`src/rtl/param_sync_fifo.sv`:
```
// param_sync_fifo: single-clock parametrised FIFO with a fill-level count,
// programmable almost-full/almost-empty flags, sticky overflow/underflow
// flags and a selectable first-word-fall-through read mode.
// Pointers are ADDR_WIDTH+1 bits wide and wrap modulo 2*DEPTH. The low
// ADDR_WIDTH bits address memory. The occupancy is tracked by an explicit
// count register, and all level flags are decoded from that register.
module param_sync_fifo #(
  parameter int DATA_WIDTH    = 8,
  parameter int ADDR_WIDTH    = 4,
  parameter int FWFT          = 0,
  parameter int AFULL_THRESH  = 14,
  parameter int AEMPTY_THRESH = 2
) (
  input  logic                  clk,
  input  logic                  rst_n,
  input  logic                  wr_en,
  input  logic [DATA_WIDTH-1:0] din,
  input  logic                  rd_en,
  input  logic                  clr_err,
  output logic [DATA_WIDTH-1:0] dout,
  output logic                  full,
  output logic                  empty,
  output logic                  almost_full,
  output logic                  almost_empty,
  output logic [ADDR_WIDTH:0]   count,
  output logic                  overflow,
  output logic                  underflow
);

  localparam int                DEPTH     = 2 ** ADDR_WIDTH;
  localparam logic [ADDR_WIDTH:0] DEPTH_C  = (ADDR_WIDTH + 1)'(DEPTH);
  localparam logic [ADDR_WIDTH:0] ZERO_C   = (ADDR_WIDTH + 1)'(0);
  localparam logic [ADDR_WIDTH:0] ONE_C    = (ADDR_WIDTH + 1)'(1);
  localparam logic [ADDR_WIDTH:0] AFULL_C  = (ADDR_WIDTH + 1)'(AFULL_THRESH);
  localparam logic [ADDR_WIDTH:0] AEMPTY_C = (ADDR_WIDTH + 1)'(AEMPTY_THRESH);

  logic [DATA_WIDTH-1:0] mem_r [DEPTH];
  logic [ADDR_WIDTH:0]   wr_ptr_r;
  logic [ADDR_WIDTH:0]   rd_ptr_r;
  logic [ADDR_WIDTH:0]   count_r;
  logic                  overflow_r;
  logic                  underflow_r;

  logic                  full_s;
  logic                  empty_s;
  logic                  wr_ok_s;
  logic                  rd_ok_s;
  logic [DATA_WIDTH-1:0] head_s;

  // Level flags come straight from the count register so they move with count.
  assign full_s       = (count_r == DEPTH_C);
  assign empty_s      = (count_r == ZERO_C);
  assign full         = full_s;
  assign empty        = empty_s;
  assign almost_full  = (count_r >= AFULL_C);
  assign almost_empty = (count_r <= AEMPTY_C);
  assign count        = count_r;
  assign overflow     = overflow_r;
  assign underflow    = underflow_r;

  // A write is refused on a full FIFO even if a read is accepted in the same cycle.
  assign wr_ok_s = wr_en && !full_s;
  assign rd_ok_s = rd_en && !empty_s;
  assign head_s  = mem_r[rd_ptr_r[ADDR_WIDTH-1:0]];

  // Storage array: written on accepted writes only and never cleared by reset.
  always_ff @(posedge clk) begin
    if (wr_ok_s) begin
      mem_r[wr_ptr_r[ADDR_WIDTH-1:0]] <= din;
    end
  end

  // Pointer and occupancy tracking.
  always_ff @(posedge clk or negedge rst_n) begin
    if (!rst_n) begin
      wr_ptr_r <= ZERO_C;
      rd_ptr_r <= ZERO_C;
      count_r  <= ZERO_C;
    end else begin
      if (wr_ok_s) begin
        wr_ptr_r <= wr_ptr_r + ONE_C;
      end
      if (rd_ok_s) begin
        rd_ptr_r <= rd_ptr_r + ONE_C;
      end
      case ({wr_ok_s, rd_ok_s})
        2'b10:   count_r <= count_r + ONE_C;
        2'b01:   count_r <= count_r - ONE_C;
        default: count_r <= count_r;
      endcase
    end
  end

  // Sticky error flags: a new error wins over a clear in the same cycle.
  always_ff @(posedge clk or negedge rst_n) begin
    if (!rst_n) begin
      overflow_r  <= 1'b0;
      underflow_r <= 1'b0;
    end else begin
      if (wr_en && full_s) begin
        overflow_r <= 1'b1;
      end else if (clr_err) begin
        overflow_r <= 1'b0;
      end else begin
        overflow_r <= overflow_r;
      end
      if (rd_en && empty_s) begin
        underflow_r <= 1'b1;
      end else if (clr_err) begin
        underflow_r <= 1'b0;
      end else begin
        underflow_r <= underflow_r;
      end
    end
  end

  generate
    if (FWFT != 0) begin : g_fwft
      // The head word is presented directly. An empty FIFO shows zero.
      assign dout = empty_s ? {DATA_WIDTH{1'b0}} : head_s;
    end else begin : g_std
      logic [DATA_WIDTH-1:0] dout_r;

      // Registered read port: the popped word lands one edge after rd_en.
      always_ff @(posedge clk or negedge rst_n) begin
        if (!rst_n) begin
          dout_r <= {DATA_WIDTH{1'b0}};
        end else if (rd_ok_s) begin
          dout_r <= head_s;
        end else begin
          dout_r <= dout_r;
        end
      end

      assign dout = dout_r;
    end
  endgenerate

endmodule

```
`config.mk`:
```
export PLATFORM = sky130hd
export DESIGN_NAME = param_sync_fifo
export DESIGN_NICKNAME = d
export VERILOG_FILES = /design/src/rtl/param_sync_fifo.sv
export SDC_FILE = /design/constraint.sdc
export NUM_CORES = 1
export LEC_CHECK = 0
export ABC_AREA = 1
export ABC_CLOCK_PERIOD_IN_PS = 2600
export CAP_MARGIN = 25
export CORE_UTILIZATION = 60
export CTS_CLUSTER_SIZE = 14
export DETAILED_ROUTE_END_ITERATION = 8
export PLACE_DENSITY = 0.76
export SKIP_CTS_REPAIR_TIMING = 1
export SYNTH_ARGS = -nofsm -noshare
export SYNTH_HDL_FRONTEND = slang
export SYNTH_SLANG_ARGS = --single-unit
```
`constraint.sdc`:
```
create_clock -name clk -period 2.6 [get_ports clk]
set_clock_uncertainty 0.05 [all_clocks]
set_input_delay 0.78 -clock clk [delete_from_list [all_inputs] [get_ports clk]]
set_output_delay 0.78 -clock clk [all_outputs]
set_load 0.005 [all_outputs]
```
==> reports/metrics.cfg <==
[synthesis]
syn_area_per_cell_sq_um = 9.87
syn_nets = 704
synth.distinct_cells = 21
syn_inst = 683
ys_seq_area_frac = 0.655
yosysWarnings = 0
yosys.area.top_type = edfxtp_1
netlist.area_leader.share = 0.570
ys_top_cells_by_area = edfxtp_1 57%, nand2_1 13%, dfrtp_1 8.5%, nand3_1 7.7%, inv_1 6.8%
synth_seq_cells = 151
syn_area_sq_um = 6740

[die]
core_area_sq_um = 10900
die_area_sq_um = 11700
die_x_microns = 108
row_count = 38
ios = 32
die_h_microns = 108
initial_core_util = 0.619

[placement]
placement.io_buffers = 31
place_inst = 854
dp_slack_ps = 3.05
gp_congestion = 0.898
dp_hpwl_mm = 9.30

[sta]
setup_tns_ps = 0
rsz0062_at_grt = false
final-hold-violation-count = 0
slew_headroom = 0.443
final.min_clock_period_ps = 2370
worst_slew_pin_slew_ps = 832
slew_viol_final = 0
period_share = 0.913
setup_ws_ps = 225
finalSetupViolations = 0
max_freq_mhz = 421

[grt]
grt_max_degree = 49
grt_pass1_vias = 4660
track_usage = 0.277
grt_pass1_wl_mm = 23.3
grt_antenna_before_repair = 0
grt-ovfl-total = 0

[routing]
drc = 0
wirelength_mm = 15.1
dr.pass1.iters = 6
viasPerCell = 5.50
drt_iter0_drc = 481
top_layer_used = met4
vias = 4891
route.met3.wl_mm = 1.14
wl_per_cell_microns = 16.9
drtAntennaViolNets = 0
wl_met1_mm = 6.10
met2WireLength_mm = 7.48

[final_layout]
fin_cells = 890
layout_common_cells = 228 x nand2_1, 128 x edfxtp_1, 121 x inv_1
fillers = 740
syn_to_final_growth_pct = 17.4
final_common_cell = nand2_1
layout-drive-gt1-share = 0.0973
n_antenna_cell = 0
fin_nets = 759

[clocking]
cts_tree = done
clkTransAtPathRegs_ps = 70
clk_path_buf_depth = 2
insertion_delay_ps = 530
clockRootBuffer = clkbuf_8
cts_buffers = 17
cts.sinks = 151
cts_max_level = 4

[worst_setup_path]
critPathLaunchType = flop
cp.required_ps = 1770
critical_path_class = flop to output port
crit_fanout = 4
cp.arrival_ps = 1540
cp-end-kind = output port

[power_and_ir_drop]
seqPwrFrac = 0.375
switchingPower_w = 0.00323
ir_worst_vdd_mv = 1.05
p_sw_frac = 0.371
p_int_w = 0.00549
clkPwrFrac = 0.269
leakagePower_nw = 3.62
combPwrFrac = 0.356
powerDensity_nw_per_um2 = 1100

[flow_run]
cap_violations = 0

[worst_hold_path]
min_path_type = flop to flop

[outcome]
status = complete, no violations

state kept, by name (all words and copies together), names as in the netlist:
register / count
wr_ptr_r: 4
underflow: 1
mem_r: 128
rd_ptr_r: 4
overflow: 1
dout: 8
count: 5
power groups by stage:
stage / Clock (W) / Combinational [W] / Sequential (W)
after floorplan: 0 / 0.00199 / 0.00323
after global placement: 0 / 0.00284 / 0.00327
after detailed placement: 0 / 0.00294 / 0.00329
after CTS: 0.00236 / 0.00301 / 0.00325
after global routing: 0.00246 / 0.00343 / 0.00329
final: 0.00235 / 0.00311 / 0.00327
synth_stat cells:
cell and n:
clkinv_1 1, inv_2 1, ha_1 8, buf_4 8
clkbuf_1 2, o22ai_1 1, buf_2 16, a21boi_0 1
inv_1 122, dfrtp_1 23, a211oi_1 1, buf_6 1
nand2_1 228, nand3_1 104, xor2_1 8, o21ai_0 5
nor2_1 21, xnor2_1 1, o31ai_1 1, nand4_1 2
edfxtp_1 128
cell type report:
| cell class | count | area [sq um] | share of cell area |
|---|---|---|---|
| Clock buffer | 17 | 414 | 0.0523 |
| Clock inverter | 14 | 151 | 0.0191 |
| Multi-Input combinational cell | 381 | 1710 | 0.216 |
| Sequential cell | 151 | 4430 | 0.559 |
| Tap cell | 140 | 175 | 0.0221 |
| Timing Repair Buffer | 63 | 573 | 0.0724 |
| Inverter | 124 | 465 | 0.0588 |
kinds of logic (layout without fill, tap and decap cells):
logic type | count (synthesis) | after routing | share of synthesized area
flops | 151 | 151 | 0.655
fa+ha+maj | 8 | 8 | 0.0148
compound gates | 9 | 9 | 0.00798
simple gates | 355 | 355 | 0.218
buf+inv | 151 | 218 | 0.0926
xor+xnor | 9 | 9 | 0.0117
per-layer routing:
layer  vias up  track usage
met5         -            0
met4         0        0.116
met3        33       0.0585
met2       235        0.447
met1      2344        0.365
li1       2279            -
worst max-delay path: stages (launching register included):
cell and delay, ps:
dfrtp_2 440, nor2_4 130, inv_1 80, a211oi_2 190
dlymetal6s2s_1 170
final timing paths:
path,from,depth (start not counted),endpoint,slack [ps]
worst max-delay path,count[3]$_DFFE_PN0P_,4,almost_empty,230
worst min-delay path,dout[2]$_DFFE_PN0P_,2,dout[2]$_DFFE_PN0P_,430
worst max register to register,count[3]$_DFFE_PN0P_,16,count[4]$_DFFE_PN0P_,340
worst min register to register,dout[2]$_DFFE_PN0P_,2,dout[2]$_DFFE_PN0P_,430
max in group asynchronous,rst_n,2,rd_ptr_r[0]$_DFFE_PN0P_,1700
min in group asynchronous,rst_n,2,overflow$_DFFE_PN0P_,540
per-stage QoR:
step / utilization / instance area [sq um] / hold slack (ps) / total power [W]
CTS: 0.721 / 7850 / 433 / 0.00862
floorplan: - / 6740 / 422 / 0.00522
detailed placement: 0.669 / 7290 / 416 / 0.00623
finish: 0.727 / 7920 / 433 / 0.00872
global route: 0.727 / 7920 / 451 / 0.00918
global placement: 0.669 / 7290 / 414 / 0.00612
(Power assumes the default switching activity.)
